[src/rtl/mdu_hilo.sv]
// ============================================================================
// Module   : mdu_hilo
// Purpose  : Iterative multiply/divide unit with HI/LO result registers.
//            Shift-add multiply, restoring divide, one 33-bit add per cycle.
// Revision : 1.0
// ============================================================================
`default_nettype none

module mdu_hilo #(
    parameter int WIDTH = 32,
    parameter int ITER  = 32
) (
    input  logic             clk,
    input  logic             rst_n,
    input  logic             start,
    input  logic [1:0]       op,
    input  logic [WIDTH-1:0] a,
    input  logic [WIDTH-1:0] b,
    input  logic             mthi,
    input  logic             mtlo,
    input  logic [WIDTH-1:0] wdata,
    output logic             busy,
    output logic             done,
    output logic             div_zero,
    output logic [WIDTH-1:0] hi,
    output logic [WIDTH-1:0] lo
);

    localparam int CW = $clog2(ITER);
    localparam logic [CW-1:0] C_LAST = CW'(ITER - 1);

    typedef enum logic [1:0] {
        S_IDLE = 2'd0,
        S_CALC = 2'd1,
        S_FIX  = 2'd2
    } state_t;

    state_t r_state;
    state_t w_state_nxt;

    logic [1:0]       r_op;
    logic             r_sign_a;
    logic             r_sign_b;
    logic             r_b_zero;
    logic [CW-1:0]    r_cnt;
    logic [WIDTH-1:0] r_hp;     // partial HI (multiply) / remainder (divide)
    logic [WIDTH-1:0] r_lp;     // multiplier (multiply) / quotient (divide)
    logic [WIDTH-1:0] r_opnd;   // multiplicand / divisor magnitude
    logic [WIDTH-1:0] r_hi;
    logic [WIDTH-1:0] r_lo;
    logic             r_done;
    logic             r_div_zero;

    logic             w_start_ok;
    logic             w_is_div;
    logic             w_sign_a;
    logic             w_sign_b;
    logic [WIDTH-1:0] w_mag_a;
    logic [WIDTH-1:0] w_mag_b;
    logic [WIDTH:0]   w_add_x;
    logic [WIDTH:0]   w_add_y;
    logic             w_cin;
    logic [WIDTH+1:0] w_sum;
    logic             w_no_borrow;
    logic [WIDTH-1:0] w_hp_nxt;
    logic [WIDTH-1:0] w_lp_nxt;
    logic             w_neg;
    logic [2*WIDTH-1:0] w_prod;
    logic [2*WIDTH-1:0] w_prod_f;
    logic [WIDTH-1:0] w_quot_f;
    logic [WIDTH-1:0] w_rem_f;

    assign w_start_ok = (r_state == S_IDLE) && start;
    assign w_is_div   = r_op[1];

    // Unsigned ops take raw operands; 0x80000000 negates to itself, read as unsigned.
    assign w_sign_a = op[0] & a[WIDTH-1];
    assign w_sign_b = op[0] & b[WIDTH-1];
    assign w_mag_a  = w_sign_a ? (~a + 1'b1) : a;
    assign w_mag_b  = w_sign_b ? (~b + 1'b1) : b;

    // Shared adder: multiply adds the multiplicand, divide subtracts the divisor.
    always_comb begin
        w_add_x = '0;
        w_add_y = '0;
        w_cin   = 1'b0;
        if (w_is_div) begin
            w_add_x = {r_hp, r_lp[WIDTH-1]};
            w_add_y = ~{1'b0, r_opnd};
            w_cin   = 1'b1;
        end else begin
            w_add_x = {1'b0, r_hp};
            w_add_y = r_lp[0] ? {1'b0, r_opnd} : '0;
        end
    end

    assign w_sum       = {1'b0, w_add_x} + {1'b0, w_add_y} + {{(WIDTH+1){1'b0}}, w_cin};
    assign w_no_borrow = w_sum[WIDTH+1];

    always_comb begin
        w_hp_nxt = '0;
        w_lp_nxt = '0;
        if (w_is_div) begin
            w_hp_nxt = w_no_borrow ? w_sum[WIDTH-1:0] : w_add_x[WIDTH-1:0];
            w_lp_nxt = {r_lp[WIDTH-2:0], w_no_borrow};
        end else begin
            w_hp_nxt = w_sum[WIDTH:1];
            w_lp_nxt = {w_sum[0], r_lp[WIDTH-1:1]};
        end
    end

    assign w_neg    = r_sign_a ^ r_sign_b;
    assign w_prod   = {r_hp, r_lp};
    assign w_prod_f = w_neg ? (~w_prod + 1'b1) : w_prod;
    assign w_quot_f = w_neg ? (~r_lp + 1'b1) : r_lp;
    // With a zero divisor every trial succeeds, so the remainder ends as |a|
    // and the sign fix-up below restores the raw dividend for HI.
    assign w_rem_f  = r_sign_a ? (~r_hp + 1'b1) : r_hp;

    always_ff @(posedge clk or negedge rst_n) begin
        if (!rst_n) begin
            r_state <= S_IDLE;
        end else begin
            r_state <= w_state_nxt;
        end
    end

    always_comb begin
        w_state_nxt = r_state;
        case (r_state)
            S_IDLE:  if (start) w_state_nxt = S_CALC;
            S_CALC:  if (r_cnt == C_LAST) w_state_nxt = S_FIX;
            S_FIX:   w_state_nxt = S_IDLE;
            default: w_state_nxt = S_IDLE;
        endcase
    end

    always_ff @(posedge clk or negedge rst_n) begin
        if (!rst_n) begin
            r_op       <= '0;
            r_sign_a   <= 1'b0;
            r_sign_b   <= 1'b0;
            r_b_zero   <= 1'b0;
            r_cnt      <= '0;
            r_hp       <= '0;
            r_lp       <= '0;
            r_opnd     <= '0;
            r_hi       <= '0;
            r_lo       <= '0;
            r_done     <= 1'b0;
            r_div_zero <= 1'b0;
        end else begin
            r_done <= 1'b0;
            case (r_state)
                S_IDLE: begin
                    if (w_start_ok) begin
                        r_op       <= op;
                        r_sign_a   <= w_sign_a;
                        r_sign_b   <= w_sign_b;
                        r_b_zero   <= (b == '0);
                        r_cnt      <= '0;
                        r_hp       <= '0;
                        r_div_zero <= 1'b0;
                        if (op[1]) begin
                            r_lp   <= w_mag_a;
                            r_opnd <= w_mag_b;
                        end else begin
                            r_lp   <= w_mag_b;
                            r_opnd <= w_mag_a;
                        end
                    end else begin
                        if (mthi) r_hi <= wdata;
                        if (mtlo) r_lo <= wdata;
                    end
                end
                S_CALC: begin
                    r_hp  <= w_hp_nxt;
                    r_lp  <= w_lp_nxt;
                    r_cnt <= r_cnt + 1'b1;
                end
                S_FIX: begin
                    r_done <= 1'b1;
                    if (w_is_div) begin
                        r_hi       <= w_rem_f;
                        r_lo       <= r_b_zero ? '1 : w_quot_f;
                        r_div_zero <= r_b_zero;
                    end else begin
                        r_hi <= w_prod_f[2*WIDTH-1:WIDTH];
                        r_lo <= w_prod_f[WIDTH-1:0];
                    end
                end
                default: ;
            endcase
        end
    end

    assign busy     = (r_state != S_IDLE);
    assign done     = r_done;
    assign div_zero = r_div_zero;
    assign hi       = r_hi;
    assign lo       = r_lo;

endmodule

`default_nettype wire

[config.mk]
export PLATFORM = sky130hd
export DESIGN_NAME = mdu_hilo
export DESIGN_NICKNAME = d
export VERILOG_FILES = /design/src/rtl/mdu_hilo.sv
export SDC_FILE = /design/constraint.sdc
export NUM_CORES = 1
export LEC_CHECK = 0
export CAP_MARGIN = 10
export CORE_ASPECT_RATIO = 0.9
export CORE_MARGIN = 8
export CORE_UTILIZATION = 60
export CTS_CLUSTER_DIAMETER = 100
export DETAILED_ROUTE_END_ITERATION = 16
export GPL_TIMING_DRIVEN = 1
export HOLD_SLACK_MARGIN = 0.15
export PLACE_DENSITY = 0.86
export SLEW_MARGIN = 20
export SYNTH_ARGS = -nofsm -noshare
export SYNTH_HDL_FRONTEND = slang
export SYNTH_SLANG_ARGS = --single-unit
[constraint.sdc]
create_clock -name clk -period 10.22 [get_ports clk]
set_clock_uncertainty 0.1 [all_clocks]
set_input_delay 1.533 -clock clk [delete_from_list [all_inputs] [get_ports clk]]
set_output_delay 1.533 -clock clk [all_outputs]
set_load 0.02 [all_outputs]
==> flow_summary_export.csv <==
group,metric,value,unit
status,run_status,"complete, no violations",
pwr,cellLeakagePower,6.50,nW
worst_setup_path,crit_top_cell,"o21ai_0",
min_path,hold_path.class,"flop to flop",
cts,ctsLongestPathBuffers,2,
cts,cts_resized,0,
synthesis,synth_fp_nets,1990,
pwr,p_total,6.69,mW
cts,cts_tree,"yes",
cts,post_cts_buffers,0,
min_path,hp-start,"lo[22]",
cts,cts_sinks,173,
synthesis,syn_inst,1847,
floorplan,die_x,179,um
min_path,holdPathStages,1,
timing,worst_pin_slew,1.06,ns
worst_setup_path,crit_path_cell_trace,"buf_4 > mux2_2 > ha_1 > a21oi_1 > and2_1 > o21ai_0 > nor4b_1 > o31a_1 > o21a_1 > o221ai_1 > o21ai_0",
route,avgViaCountPerCell,6.65,
synthesis,yosysUniqueCellTypes,73,
min_path,worstHoldEndpoint,"lo[22]",
cts,clock-root-buffer,"clkbuf_16",
floorplan,row_count,53,
route,route.detailed.drc,0,
final_layout,n_fill_cell,1905,
worst_setup_path,cp_slowest_cell,"buf_4",
place,dp_hpwl,36.1,mm
route,wl,48.1,mm
timing,final_max_slew_viol_count,0,
synthesis,yosys.area.top_type,"dfrtp_1",
final_layout,antenna_cells,0,
worst_setup_path,slowest_delay,0.89,ns
floorplan,fp.dieH,162,um
floorplan,io_pins,170,
timing,timing.hold.ws,0.389,ns
grt,track_usage,32.0,%
synthesis,ys_ff_latch,173,
worst_setup_path,required,10.47,ns
synthesis,synth-main-ff-cell,"dfrtp_1",
route,antenna_left,0,
synthesis,syn_area,14300,um^2
worst_setup_path,cp.arrival,6.17,ns
synthesis,ys_async_sr_fraction,100,%
cts,htreeDepth,4,
grt,overflow,0,
synthesis,yosysWarnings,0,
synthesis,synth-seq-area-share,30.3,%
route,wl_per_cell,21.8,um
floorplan,die_area,29000,um^2
timing,fmax,169,MHz
cts,holdBufCountCts,0,
floorplan,core,23400,um^2
route,drt_pre_antenna_iters,8,
worst_setup_path,path_class,"flop to flop",
timing,fin_setup_tns,0,ns
grt,antenna_found_initial,0,
flow_run,cap_violations,0,
pwr,power_switching,3.49,mW
worst_setup_path,reg2regPathDepth,11,
route,num_vias,14700,
floorplan,start_util,61.1,%
worst_setup_path,worstReg2RegStart,"r_op[1]",
timing,setup_viol,0,
place,place_congestion,1.00,
final_layout,drive_gt1_share,5.83,%
worst_setup_path,worstSetupEndpointType,"flop",
worst_setup_path,reg2reg_slack,4.30,ns
pwr,seqPwrFrac,23.5,%
timing,min_period,5.92,ns
synthesis,synth_top_area_share,30.3,%
worst_setup_path,critPathMaxFanout,99,
pwr,ir_drop,211,uV
pwr,swShare,52.2,%
synthesis,syn_area_per_cell,7.74,um^2
pwr,p_int,3.20,mW
pwr,cellPowerDensity,406,nW/um^2
grt,grt_pass1_wl,74.4,mm
timing,rsz0062_at_grt,"no",
cts,clkLatencyLatePin,0.45,ns
final_layout,syn2layout_area_growth,15.4,%
pwr,p_clk_share,10.0,%
cts,cts_buffers,17,
worst_setup_path,worstSetupStartpointType,"flop",
synthesis,synth_edf_count,0,
cts,path_clk_slew,0.08,ns
place,portBuffers,169,
grt,grt_pass1_vias,13300,
timing,min_period_over_period,57.9,%
synthesis,synth_area_leaders,"dfrtp_1 (30%), o21ai_0 (7.2%), a21oi_1 (6.0%), nand2_1 (5.8%), xnor2_1 (5.4%)",
final_layout,nets,2034,
pwr,combPwrFrac,66.5,%
timing,maxSlewHeadroom,29.1,%
route,drt_iter0_drc,2292,
grt,grt_max_degree,106,
worst_setup_path,worstReg2RegEnd,"r_hp[22]",
timing,finalHoldViolations,0,
-- power by group through the flow --
stage                     sequential (mW)  clock [mW]  combinational, mW
after CTS                            1.54       0.667               4.35
after global routing                 1.61       0.693               4.83
after floorplan                      1.39           0               3.16
final                                1.57       0.669               4.45
after global placement               1.53           0               4.22
after detailed placement             1.56           0               4.32
-- critical path, delay by kind of cell (launching register included) --
kind,cells,cell delay [ns]
flip-flops,1,0.84
AO/OA/AOI/OAI,6,2.15
AND/OR/NAND/NOR,2,1.02
multiplexers,1,0.43
adder cells (fa/ha/maj),1,0.35
buffers and inverters,1,0.89
-- cells in the mapped netlist, types with 13 or more instances --
library cell and n:
nor2_1 149, mux2i_1 56, ha_1 38, nor2b_1 18, clkbuf_1 138, dfrtp_1 173
and3_1 13, a21oi_1 170, a211oi_1 40, buf_1 16, and2_1 14, o31ai_1 16
o211ai_1 21, inv_1 27, or4_1 19, nor4_1 23, nand3_1 33, a21o_1 20
nand2_1 221, nor3_1 38, o21ai_0 206, o22ai_1 25, a31oi_1 21, xnor2_1 88
xor2_1 59, or3_1 16, mux2_2 35, o221ai_1 20
-- sequential cells by signal, summed over array words and instances (netlist names) --
signal and cells:
r_cnt 5, r_lp 32, r_sign_b 1, r_hp 32
lo 32, hi 32, r_b_zero 1, r_state 2
r_sign_a 1, done 1, r_op 1, div_zero 1
r_opnd 32
-- worst max-delay path by stage --
| stage | from | endpoint | slack [ns] | depth (start not counted) |
|---|---|---|---|---|
| floorplan | r_op[1] | r_hp[27] | 5.19 | 15 |
| global placement | r_op[1] | r_hp[27] | 4.63 | 12 |
| detailed placement | r_op[1] | r_hp[22] | 4.54 | 11 |
| CTS | r_op[1] | r_hp[22] | 4.48 | 11 |
| global route | r_op[1] | r_hp[27] | 4.04 | 12 |
| finish | r_op[1] | r_hp[22] | 4.30 | 11 |
-- layout by cell type, fill, tap and decap left out, types with 7 or more instances in the layout --
cell type and n:
or2_2 8, or3_1 16, nand2b_1 9, buf_4 17, o221ai_1 20, a31oi_1 21, nor2b_1 17, nor3_1 38
o22ai_1 25, a21o_1 20, nor4_1 23, nand3_1 33, a211oi_1 40, o21a_1 10, clkbuf_16 17, a22oi_1 11
mux2_2 35, and3_1 12, o31ai_1 16, o41ai_1 7, or4_1 19, clkdlybuf4s50_1 167, and2_1 14, nand4_1 9
inv_1 27, xor2_1 59, dfrtp_1 172, ha_1 38, o21ai_0 206, mux2i_1 56, nand2_1 220, o211ai_1 21
xnor2_1 87, nor2_1 146, a21oi_1 170
-- layout make-up --
class                           count  area [um^2]  share of cell area, %
Clock buffer                       17          425                   2.58
Clock inverter                     15          171                   1.04
Inverter                           29          109                  0.660
Multi-Input combinational cell   1484         9270                   56.2
Sequential cell                   173         4330                   26.3
Tap cell                          302          378                   2.29
Timing Repair Buffer              186         1820                   11.0
-- per-layer routing --
layer	track usage (%)	up-vias	part of all wire [%]
met5	0	-	0
met4	11.4	0	3.0
met3	6.42	98	11
met2	47.5	901	43
met1	45.6	6884	43
li1	-	6783	-
-- stage by stage --
stage	instances	cell area, um^2	setup WS [ns]	util, %
3_3_place_gp	2174	15900	4.63	68.0
5_1_grt	2206	16500	4.04	70.5
2_1_floorplan	1847	14300	5.19	-
3_5_place_dp	2174	15900	4.54	68.0
4_1_cts	2206	16500	4.48	70.5
6_report	2206	16500	4.30	70.5
-- cell families after synthesis --
family	Yosys count	synth area share, %
AO/OA/AOI/OAI	620	26.4
AND/OR/NAND/NOR	586	19.0
buffers and inverters	190	5.09
flip-flops	173	30.3
XOR/XNOR	147	9.00
multiplexers	91	6.68
adder cells (fa/ha/maj)	40	3.61
No activity file was read; power rests on OpenSTA's default activity.
